## config.mk

```make
export PLATFORM = sky130hd
export DESIGN_NAME = dll_index_ctrl_flat
export DESIGN_NICKNAME = d
export VERILOG_FILES = /design/src/rtl/dll_index_ctrl_if.sv /design/src/rtl/dll_index_ctrl.sv /design/src/flat_wrapper.sv
export SDC_FILE = /design/constraint.sdc
export NUM_CORES = 1
export LEC_CHECK = 0
export ABC_AREA = 0
export ABC_CLOCK_PERIOD_IN_PS = 3010
export BUFFER_PORTS_ARGS = -buffer_cell sky130_fd_sc_hd__clkbuf_2
export CORE_ASPECT_RATIO = 0.75
export CORE_MARGIN = 5
export CORE_UTILIZATION = 30
export DETAILED_ROUTE_END_ITERATION = 16
export MAX_ROUTING_LAYER = met4
export PLACE_DENSITY = 0.55
export SLEW_MARGIN = 20
export SYNTH_ARGS = -nofsm -noshare
export SYNTH_HDL_FRONTEND = slang
export SYNTH_SLANG_ARGS = --single-unit
```

## constraint.sdc

```tcl
create_clock -name clk -period 3.01 [get_ports clk]
set_input_delay 0.4515 -clock clk [delete_from_list [all_inputs] [get_ports clk]]
set_output_delay 0.4515 -clock clk [all_outputs]
set_load 0.05 [all_outputs]
```

## src/rtl/dll_index_ctrl_if.sv

```systemverilog
`default_nettype none
// ----------------------------------------------------------------------------
// dll_index_ctrl_if : accumulation dump / window index bus for dll_index_ctrl
// Revision: 1.0
// ----------------------------------------------------------------------------
interface dll_index_ctrl_if #(
  parameter int INPUT_WIDTH = 36,
  parameter int INDEX_WIDTH = 6
);
  logic                   dump;
  logic [INPUT_WIDTH-1:0] acc_early;
  logic [INPUT_WIDTH-1:0] acc_late;
  logic                   freeze;
  logic                   cfg_load;
  logic [INDEX_WIDTH-1:0] cfg_index;
  logic [INDEX_WIDTH-1:0] index;
  logic                   index_valid;
  logic                   busy;
  logic                   overrun;
  logic                   sat;

  modport master (
    output dump, acc_early, acc_late, freeze, cfg_load, cfg_index,
    input  index, index_valid, busy, overrun, sat
  );

  modport slave (
    input  dump, acc_early, acc_late, freeze, cfg_load, cfg_index,
    output index, index_valid, busy, overrun, sat
  );
endinterface
`default_nettype wire

```

## src/rtl/dll_index_ctrl.sv

```systemverilog
`default_nettype none
// ----------------------------------------------------------------------------
// dll_index_ctrl : leading-one search on early/late dumps driving truncator index
// Revision: 1.0
// ----------------------------------------------------------------------------
module dll_index_ctrl #(
  parameter int INPUT_WIDTH = 36,
  parameter int INDEX_WIDTH = 6,
  parameter int MIN_INDEX   = 10,
  parameter int INIT_INDEX  = 20,
  parameter int HOLD_DUMPS  = 4
) (
  input  logic             clk,
  input  logic             reset,
  dll_index_ctrl_if.slave  bus
);

  localparam int HOLD_WIDTH = $clog2(HOLD_DUMPS + 1);
  localparam logic [INDEX_WIDTH-1:0] C_TOP       = INDEX_WIDTH'(INPUT_WIDTH - 1);
  localparam logic [INDEX_WIDTH-1:0] C_MIN       = INDEX_WIDTH'(MIN_INDEX);
  localparam logic [INDEX_WIDTH-1:0] C_STOP      = INDEX_WIDTH'(MIN_INDEX - 1);
  localparam logic [INDEX_WIDTH-1:0] C_INIT      = INDEX_WIDTH'(INIT_INDEX);
  localparam logic [HOLD_WIDTH-1:0]  C_HOLD_LAST = HOLD_WIDTH'(HOLD_DUMPS - 1);

  typedef enum logic [1:0] {
    S_IDLE   = 2'd0,
    S_MAX    = 2'd1,
    S_SEARCH = 2'd2,
    S_ADJUST = 2'd3
  } state_t;

  state_t                 state_q, state_d;
  logic [INPUT_WIDTH-1:0] early_q, early_d;
  logic [INPUT_WIDTH-1:0] late_q, late_d;
  logic [INPUT_WIDTH-1:0] m_q, m_d;
  logic [INDEX_WIDTH-1:0] ptr_q, ptr_d;
  logic [INDEX_WIDTH-1:0] index_q, index_d;
  logic [HOLD_WIDTH-1:0]  hold_q, hold_d;
  logic                   index_valid_q, index_valid_d;
  logic                   overrun_q, overrun_d;
  logic                   sat_q, sat_d;
  logic [INDEX_WIDTH-1:0] target;
  logic [INDEX_WIDTH-1:0] cfg_clamped;

  always_comb begin
    state_d       = state_q;
    early_d       = early_q;
    late_d        = late_q;
    m_d           = m_q;
    ptr_d         = ptr_q;
    index_d       = index_q;
    hold_d        = hold_q;
    index_valid_d = 1'b0;
    overrun_d     = 1'b0;
    sat_d         = 1'b0;

    // ptr_q holds the stop position p once SEARCH has finished
    target = (ptr_q == C_TOP) ? C_TOP : ptr_q + 1'b1;

    if (bus.cfg_index < C_MIN) begin
      cfg_clamped = C_MIN;
    end else if (bus.cfg_index > C_TOP) begin
      cfg_clamped = C_TOP;
    end else begin
      cfg_clamped = bus.cfg_index;
    end

    if (bus.cfg_load) begin
      state_d       = S_IDLE;
      index_d       = cfg_clamped;
      hold_d        = '0;
      index_valid_d = 1'b1;
    end else begin
      overrun_d = bus.dump && (state_q != S_IDLE);
      case (state_q)
        S_IDLE: begin
          if (bus.dump) begin
            early_d = bus.acc_early;
            late_d  = bus.acc_late;
            state_d = S_MAX;
          end
        end
        S_MAX: begin
          m_d     = (late_q > early_q) ? late_q : early_q;
          ptr_d   = C_TOP;
          state_d = S_SEARCH;
        end
        S_SEARCH: begin
          if (m_q[ptr_q] || (ptr_q == C_STOP)) begin
            state_d = S_ADJUST;
          end else begin
            ptr_d = ptr_q - 1'b1;
          end
        end
        S_ADJUST: begin
          index_valid_d = 1'b1;
          sat_d         = m_q[INPUT_WIDTH-1];
          state_d       = S_IDLE;
          if (bus.freeze) begin
            hold_d = '0;
          end else if (target > index_q) begin
            index_d = target;
            hold_d  = '0;
          end else if (target == index_q) begin
            hold_d = '0;
          end else if (hold_q == C_HOLD_LAST) begin
            // step down by one only; target may be far below
            index_d = index_q - 1'b1;
            hold_d  = '0;
          end else begin
            hold_d = hold_q + 1'b1;
          end
        end
        default: state_d = S_IDLE;
      endcase
    end
  end

  always_ff @(posedge clk) begin
    if (reset) begin
      state_q       <= S_IDLE;
      early_q       <= '0;
      late_q        <= '0;
      m_q           <= '0;
      ptr_q         <= '0;
      index_q       <= C_INIT;
      hold_q        <= '0;
      index_valid_q <= 1'b0;
      overrun_q     <= 1'b0;
      sat_q         <= 1'b0;
    end else begin
      state_q       <= state_d;
      early_q       <= early_d;
      late_q        <= late_d;
      m_q           <= m_d;
      ptr_q         <= ptr_d;
      index_q       <= index_d;
      hold_q        <= hold_d;
      index_valid_q <= index_valid_d;
      overrun_q     <= overrun_d;
      sat_q         <= sat_d;
    end
  end

  assign bus.index       = index_q;
  assign bus.index_valid = index_valid_q;
  assign bus.busy        = (state_q != S_IDLE);
  assign bus.overrun     = overrun_q;
  assign bus.sat         = sat_q;

endmodule
`default_nettype wire

```

## src/flat_wrapper.sv

```systemverilog
// flat-port wrapper written by rule: the top's interface ports become plain ports
module dll_index_ctrl_flat 
#(
  parameter int INPUT_WIDTH = 36,
  parameter int INDEX_WIDTH = 6,
  parameter int MIN_INDEX   = 10,
  parameter int INIT_INDEX  = 20,
  parameter int HOLD_DUMPS  = 4
)
  (clk, reset, bus_dump, bus_acc_early, bus_acc_late, bus_freeze, bus_cfg_load, bus_cfg_index, bus_index, bus_index_valid, bus_busy, bus_overrun, bus_sat);
  dll_index_ctrl_if #(.INPUT_WIDTH(INPUT_WIDTH), .INDEX_WIDTH(INDEX_WIDTH)) bus_i ();
  input  logic clk;
  input  logic reset;
  input wire logic [$bits(bus_i.dump)-1:0] bus_dump;
  input wire logic [$bits(bus_i.acc_early)-1:0] bus_acc_early;
  input wire logic [$bits(bus_i.acc_late)-1:0] bus_acc_late;
  input wire logic [$bits(bus_i.freeze)-1:0] bus_freeze;
  input wire logic [$bits(bus_i.cfg_load)-1:0] bus_cfg_load;
  input wire logic [$bits(bus_i.cfg_index)-1:0] bus_cfg_index;
  output wire logic [$bits(bus_i.index)-1:0] bus_index;
  output wire logic [$bits(bus_i.index_valid)-1:0] bus_index_valid;
  output wire logic [$bits(bus_i.busy)-1:0] bus_busy;
  output wire logic [$bits(bus_i.overrun)-1:0] bus_overrun;
  output wire logic [$bits(bus_i.sat)-1:0] bus_sat;
  assign bus_i.dump = bus_dump;
  assign bus_i.acc_early = bus_acc_early;
  assign bus_i.acc_late = bus_acc_late;
  assign bus_i.freeze = bus_freeze;
  assign bus_i.cfg_load = bus_cfg_load;
  assign bus_i.cfg_index = bus_cfg_index;
  assign bus_index = bus_i.index;
  assign bus_index_valid = bus_i.index_valid;
  assign bus_busy = bus_i.busy;
  assign bus_overrun = bus_i.overrun;
  assign bus_sat = bus_i.sat;
  dll_index_ctrl #(.INPUT_WIDTH(INPUT_WIDTH), .INDEX_WIDTH(INDEX_WIDTH), .MIN_INDEX(MIN_INDEX), .INIT_INDEX(INIT_INDEX), .HOLD_DUMPS(HOLD_DUMPS)) u_core (.clk(clk), .reset(reset), .bus(bus_i));
endmodule
```

==> results of run 1 <==
## per-layer routing
layer	routed length, um	vias up	GRT usage, %
met4	225	0	3.90
met1	10600	3016	24.3
li1	-	3297	-
met5	0	-	-
met3	1060	12	3.43
met2	8390	149	22.8
## stage by stage
stage                     total power, mW  hold slack [ns]
after floorplan                      2.38            0.443
after global placement               2.67            0.466
after detailed placement             2.67            0.462
after CTS                            4.86            0.235
after global routing                 5.05            0.248
final                                4.81            0.244
## sequential cells by signal, indices dropped and copies added, names as in the netlist
| register | flops |
|---|---|
| u_core.early_q | 36 |
| u_core.late_q | 36 |
| u_core.m_q | 36 |
| u_core.bus.index | 6 |
| u_core.ptr_q | 6 |
| u_core.hold_q | 3 |
| u_core.state_q | 2 |
| u_core.bus.index_valid | 1 |
| u_core.bus.overrun | 1 |
| u_core.bus.sat | 1 |
## worst paths after layout
check	endpoint	cells past startpoint	slack, ns
min	u_core.early_q[10]	3	0.24
max	u_core.bus.index[0]	12	0.24
max reg2reg	u_core.bus.index[0]	12	0.24
min reg2reg	u_core.late_q[11]	2	0.48
## power groups by stage
stage / Sequential (mW) / Combinational [mW] / Clock (mW)
after global placement: 1.89 / 0.776 / 0
after global routing: 1.87 / 0.886 / 2.29
after floorplan: 1.89 / 0.497 / 0
after detailed placement: 1.89 / 0.782 / 0
final: 1.86 / 0.784 / 2.16
after CTS: 1.86 / 0.786 / 2.21
## cells in the mapped netlist, types with 4 or more instances
library cell	n
a211oi_1	6
a21o_1	11
a21oi_1	126
a31oi_1	38
and3_1	4
clkbuf_1	57
dfxtp_1	128
ha_1	51
inv_1	55
mux2i_1	5
mux4_2	9
nand2_1	164
nand2b_1	4
nand3_1	46
nand4_1	9
nor2_1	24
nor2b_1	4
nor3_1	14
o21ai_0	87
xnor2_1	6
xor2_1	4
## critical path, delay by kind of cell, from the launching register on
kind / cells / cell delay (ns)
AOI/OAI and AO/OA: 6 / 1.27
adders and majority gates: 2 / 0.62
buffers and inverters: 2 / 0.33
DFF: 1 / 0.38
and+or+nand+nor: 2 / 0.14
## cell type report
| cell class | count | area [um^2] | share of cell area, % |
|---|---|---|---|
| clock buffers | 23 | 488 | 5.84 |
| clock inverters | 9 | 130 | 1.56 |
| inverters | 55 | 206 | 2.47 |
| multi-input cells | 646 | 3900 | 46.7 |
| flip-flops and latches | 128 | 2560 | 30.7 |
| well taps | 300 | 375 | 4.49 |
| repair buffers | 118 | 693 | 8.30 |
## logic make-up (layout without fill, tap and decap cells)
family	after synthesis	in the layout	share of synthesized area, %
AO/OA/AOI/OAI	291	291	24.0
AND/OR/NAND/NOR	277	277	17.3
flip-flops	128	128	37.1
buffers and inverters	119	205	6.67
adder cells (fa/ha/maj)	51	51	9.25
multiplexers	17	17	4.37
XOR/XNOR	10	10	1.27
==> metrics.yaml, run 1 <==
clockRootBuffer: "clkbuf_16"
dp.cells: 1247
finalHoldViolCount: 0
port_buffers: 92
synth.avg_cell_area_um2: 7.73
ys_seq_area_share_pct: 37.1
postCtsSetupRepairBufs: 0
fin_util_pct: 36.6
synthCells: 893
hold_path.class: "input port to flop"
syn-num-nets: 1027
place_area_mm2: 0.00773
ys.flop_type: "dfxtp_1"
fin_crit_sh_pct: 92.1
cts_sinks: 128
period_needed_ns: 2.77
synth-seq-cells: 128
fmax_mhz: 361
maxCapViolations: 0
tritoncts: "yes"
io_pins: 93
path_class: "flop to flop"
worst_ep_required_time_ns: 3.37
drt_drc_violations_left: 0
vdd_drop_max_mv: 0.340
fp.dieW_um: 185
cts_max_level: 4
min_from: "bus_acc_early[10]"
max_stage_delay_ns: 0.38
p_int_mw: 3.46
drt_iter0_drc: 425
total_leakage_power_nw: 3.34
clk_pin_slew_ns: 0.06
crit_chain: "inv_1 > ha_1 > a31o_2 > ha_1 > nand2b_1 > a21oi_1 > a211oi_2 > buf_4 > nand2_1 > a21o_1 > o21ai_1 > o221a_2"
clockBufferDepth: 2
drt-vias-per-instance: 5.06
final_nets: 1100
crit_slowest_cell: "dfxtp_1"
drive_gt1_share_pct: 17.4
syn_to_final_growth_pct: 21.0
worstMarginPinSlew_ns: 1.02
maxSlewViolCount: 0
final_area_mm2: 0.00835
drt-total-wl_um: 20200
critPathMaxFanout: 12
grt_pass1_wl_um: 33500
grt_max_degree: 73
routabilityCongestion: 0.860
switching_share_pct: 28.1
cp.arrival_ns: 3.13
post_drt_wl_per_cell_um: 15.8
antenna_left: 0
skew_ns: 0.00876
mostFrequentLayoutCells: "nand2_1, dfxtp_1, a21oi_1, clkbuf_2, o21ai_0"
ys_async_sr_fraction_pct: 0
power.share.combinational_pct: 16.3
ctsResizeCount: 0
numCtsBuffers: 17
netlist.area_leader.share_pct: 37.1
synth_top_area_cell: "dfxtp_1"
slew_headroom_pct: 32.1
grt_pass1_vias: 6277
via_count: 6474
fill_cells: 2462
critical_path.most_common_cell: "ha_1"
mostFrequentLayoutCell: "nand2_1"
p_clk_share_pct: 45.0
postCtsHoldBufs: 0
crit_path_end_kind: "flop"
startpoint_type: "flop"
dpl_worst_slack_ns: 0.258
dp_hpwl_um: 14200
synth_area_mm2: 0.00690
grt_use_total_pct: 16.4
rsz0062_at_grt: "false"
tns_ns: 0
p_per_area_mw_per_mm2: 575
ys_top_cells_by_area: "dfxtp_1, ha_1, a21oi_1"
synthDistinctLibCells: 48
antenna_found_initial: 0
outcome: "finished clean"
yosys_warnings: 0
start_util_pct: 30.2
worst_slack_ns: 0.237
num_antenna_cells: 0
regToRegStartpoint: "u_core.ptr_q[0]"
setup_viol: 0
gr-total-overflow: 0
dieHeight_um: 141
core_area_mm2: 0.0228
synth_edf_count: 0
p_sw_mw: 1.35
worstSetupStartpoint: "u_core.ptr_q[0]"
clk_latency_ns: 0.42
final_cell_count_no_fill: 1279
die-area_mm2: 0.0262
drtPass1Iterations: 5
seq_power_share_pct: 38.7
num_rows: 48
Power figures use the tool's default switching activity.
==> inputs of run 2 (changes only) <==
Settings changed: CAP_MARGIN from default to 20, CTS_BUF_LIST from default to sky130_fd_sc_hd__clkbuf_2 sky130_fd_sc_hd__clkbuf_4 sky130_fd_sc_hd__clkbuf_8.
==> metrics.yaml, run 2 (same netlist as run 1, synthesis figures left out) <==
outcome: "finished clean"
worstMarginPinSlew_ns: 0.990
mostFrequentLayoutCells: "nand2_1, dfxtp_1, a21oi_1, clkbuf_2, o21ai_0"
grt_max_degree: 73
antenna_found_initial: 0
reg2reg_slack_ns: 0.24
total_leakage_power_nw: 3.26
routabilityCongestion: 0.860
drive_gt1_share_pct: 17.7
postCtsSetupRepairBufs: 0
io_pins: 93
p_per_area_mw_per_mm2: 523
gr-usage-met2_pct: 22.3
r2r-end: "u_core.ptr_q[1]"
antenna_left: 0
cts_max_level: 4
num_antenna_cells: 0
use_met3_pct: 3.43
clockBufferDepth: 2
mostFrequentLayoutCell: "nand2_1"
final_nets: 1100
cp_top_family: "multiplexers"
period_needed_ns: 2.77
hold_depth: 3
top_regs: "u_core.early_q x36, u_core.late_q x36, u_core.m_q x36"
crit_path_end_kind: "flop"
skew_ns: 0.0145
hold_path.class: "input port to flop"
maxCapViolations: 0
regToRegStartpoint: "u_core.ptr_q[0]"
vdd_drop_max_mv: 0.215
port_buffers: 92
fp.dieW_um: 185
grt_use_total_pct: 16.3
fill_cells: 2491
min_from: "bus_acc_early[13]"
drt_iter0_drc: 485
tns_ns: 0
max_stage_delay_ns: 0.56
cts_sinks: 128
total_power_mw: 4.27
final_area_mm2: 0.00817
worst_ep_required_time_ns: 3.32
drt_drc_violations_left: 0
dieHeight_um: 141
grt_pass1_wl_um: 33300
drtPass1Iterations: 5
clk_latency_ns: 0.45
critPathMaxFanout: 13
grt_pass1_vias: 6257
clockRootBuffer: "clkbuf_8"
rsz0062_at_grt: "false"
start_util_pct: 30.2
multiInputGateArea_mm2: 0.00390
reg2reg_depth: 7
dpl_worst_slack_ns: 0.258
numCtsBuffers: 17
gr-total-overflow: 0
hold_path_end: "u_core.early_q[13]"
crit_chain: "buf_4 > mux4_2 > mux4_2 > a221oi_4 > and2b_1 > and3_1 > a2111oi_2"
fmax_mhz: 361
dp_hpwl_um: 14200
startpoint_type: "flop"
critical_path.most_common_cell: "mux4_2"
finalHoldViolCount: 0
path_class: "flop to flop"
regArea_mm2: 0.00256
top_usage_layer: "met1"
slew_headroom_pct: 33.8
cp.arrival_ns: 3.07
die-area_mm2: 0.0262
cp_num_buf_inv: 1
syn_to_final_growth_pct: 18.4
post_drt_wl_per_cell_um: 15.7
worst_slack_ns: 0.241
drt-total-wl_um: 20100
clk_pin_slew_ns: 0.08
tritoncts: "yes"
maxSlewViolCount: 0
drt-vias-per-instance: 5.07
place_area_mm2: 0.00773
crit_slowest_cell: "mux4_2"
setup_viol: 0
num_rows: 48
via_count: 6489
core_area_mm2: 0.0228
fin_crit_sh_pct: 92.0
met1_usage_pct: 24.4
## run 2: cell counts in the layout (fill, tap and decap cells not counted)
No cell type changed its count.
## run 2: layer usage
layer	wire length, um	vias to the layer above
li1	-	3287
met4	214	0
met2	8220	170
met5	0	-
met3	1020	14
met1	10600	3018
## run 2: how the worst max path moves through the flow
stage / from / endpoint / slack [ns] / depth (start not counted)
after global routing: u_core.early_q[34] / u_core.m_q[17] / 0.004 / 10
final: u_core.ptr_q[0] / u_core.ptr_q[1] / 0.24 / 7
after detailed placement: u_core.ptr_q[0] / u_core.ptr_q[1] / 0.26 / 7
after global placement: u_core.ptr_q[0] / u_core.ptr_q[1] / 0.28 / 7
after floorplan: u_core.ptr_q[1] / u_core.bus.index[0] / 0.09 / 13
after CTS: u_core.ptr_q[0] / u_core.bus.index[0] / 0.20 / 12
## run 2: tightest hold or removal path, cell delays in order
cell,delay [ns]
clkbuf_2,0.08
nand2_1,0.04
a21oi_1,0.05
## run 2: area by class of cell
type | count | area share (%)
multi-input cells | 646 | 47.7
flip-flops and latches | 128 | 31.4
repair buffers | 118 | 8.49
well taps | 300 | 4.59
clock buffers | 23 | 3.72
inverters | 55 | 2.53
clock inverters | 9 | 1.59
## run 2: per-stage QoR
stage | hold slack [ns] | cells | utilization [%]
after floorplan | 0.443 | 893 | -
after global placement | 0.466 | 1247 | 33.9
after detailed placement | 0.462 | 1247 | 33.9
after CTS | 0.188 | 1279 | 35.8
after global routing | 0.199 | 1279 | 35.8
final | 0.210 | 1279 | 35.8
## run 2: what timing repair did
| item | 4_1_cts | 5_1_grt |
|---|---|---|
| gates resized for setup | 0 | 2 |
| setup endpoints to repair | 0 | 3 |
| hold buffers | 0 | 0 |
## run 2: power by group
| part | internal [mW] | total, mW | leakage [nW] | switching [mW] |
|---|---|---|---|---|
| clock network | 0.925 | 1.63 | 0.223 | 0.705 |
| registers | 1.77 | 1.85 | 1.04 | 0.0798 |
| logic | 0.288 | 0.784 | 1.99 | 0.496 |
==> inputs of run 3 (changes only) <==
Settings changed: CORE_MARGIN 5 to 4, CTS_BUF_LIST sky130_fd_sc_hd__clkbuf_2 sky130_fd_sc_hd__clkbuf_4 sky130_fd_sc_hd__clkbuf_8 to default, SLEW_MARGIN 20 to default.
==> metrics.yaml, run 3 (same netlist as run 1, synthesis figures left out) <==
setup_viol: 0
grt_max_degree: 73
fin_util_pct: 37.1
mostFrequentLayoutCells: "nand2_1, dfxtp_1, a21oi_1, clkbuf_2, o21ai_0"
start_util_pct: 30.9
core_area_mm2: 0.0223
die-area_mm2: 0.0255
io_pins: 93
mostFrequentLayoutCell: "nand2_1"
cts_sinks: 128
clockRootBuffer: "clkbuf_16"
critPathMaxFanout: 13
grt_pass1_vias: 6232
grt_pass1_wl_um: 32600
dpl_worst_slack_ns: 0.240
cp.arrival_ns: 2.99
fin_crit_sh_pct: 89.9
tritoncts: "yes"
total_power_mw: 4.69
clockBufferDepth: 2
crit_slowest_cell: "mux4_1"
final_nets: 1100
holdWs_ns: 0.238
worst_ep_required_time_ns: 3.29
drive_gt1_share_pct: 17.7
top_regs: "u_core.early_q x36, u_core.late_q x36, u_core.m_q x36"
crit_path_end_kind: "flop"
tns_ns: 0
ctsResizeCount: 0
dieHeight_um: 139
vdd_drop_max_mv: 0.361
drt-total-wl_um: 19700
via_count: 6430
antenna_found_initial: 0
worst_slack_ns: 0.303
worstMarginPinSlew_ns: 0.580
dp_hpwl_um: 14000
gr-total-overflow: 0
path_class: "flop to flop"
startpoint_type: "flop"
cts_max_level: 4
clk_latency_ns: 0.43
maxSlewViolCount: 0
final_cell_count_no_fill: 1273
period_needed_ns: 2.71
clk_pin_slew_ns: 0.07
crit_chain: "buf_4 > mux4_1 > mux4_2 > a221oi_4 > and2b_1 > and3_1 > a2111oi_2"
fp.dieW_um: 183
drt_iter0_drc: 519
num_antenna_cells: 0
grt_use_total_pct: 16.1
finalHoldViolCount: 0
drtPass1Iterations: 7
drt_drc_violations_left: 0
post_drt_wl_per_cell_um: 15.5
num_rows: 47
slew_headroom_pct: 60.8
skew_ns: 0.0104
place_area_mm2: 0.00771
maxCapViolations: 0
dp.cells: 1241
p_per_area_mw_per_mm2: 565
port_buffers: 92
final_area_mm2: 0.00830
fmax_mhz: 369
drt-vias-per-instance: 5.05
numCtsBuffers: 17
rsz0062_at_grt: "false"
outcome: "finished clean"
routabilityCongestion: 0.816
max_stage_delay_ns: 0.56
hold_path.class: "input port to flop"
syn_to_final_growth_pct: 20.2
postCtsSetupRepairBufs: 0
total_leakage_power_nw: 3.32
antenna_left: 0
postCtsHoldBufs: 0
-- run 3: worst paths after layout --
check                                        from                  to  slack, ns  cells past startpoint
worst max-delay path              u_core.ptr_q[0]     u_core.ptr_q[1]       0.30                      7
worst min register to register   u_core.late_q[7]    u_core.late_q[7]       0.48                      2
worst min-delay path            bus_acc_early[14]  u_core.early_q[14]       0.24                      3
worst max register to register    u_core.ptr_q[0]     u_core.ptr_q[1]       0.30                      7
-- run 3: layout make-up --
cell class | count | area [um^2]
multi-input combinational | 646 | 3900
tap | 294 | 368
clock inverter | 14 | 141
timing repair buffer | 118 | 681
sequential | 128 | 2560
fill | 2399 | 14100
inverter | 55 | 206
clock buffer | 18 | 439
-- run 3: metal layers --
layer | share of wire [%] | global-route usage [%] | vias to the layer above
li1 | - | - | 3289
met1 | 54 | 24.5 | 2927
met2 | 38 | 20.8 | 194
met3 | 6.9 | 3.94 | 20
met4 | 1.6 | 4.86 | 0
met5 | 0 | - | -
-- run 3: worst max-delay path, delay by kind of cell (launching register included) --
family | cells | cell delay, ns
DFF | 1 | 0.37
AOI/OAI and AO/OA | 2 | 0.50
buffers and inverters | 1 | 0.26
muxes | 2 | 1.06
and+or+nand+nor | 2 | 0.37
-- run 3: report_power, final --
part	switching, mW	leakage, nW	internal (mW)	total [mW]
registers	0.0816	1.04	1.78	1.86
logic	0.492	1.99	0.284	0.776
clock network	0.867	0.286	1.19	2.05
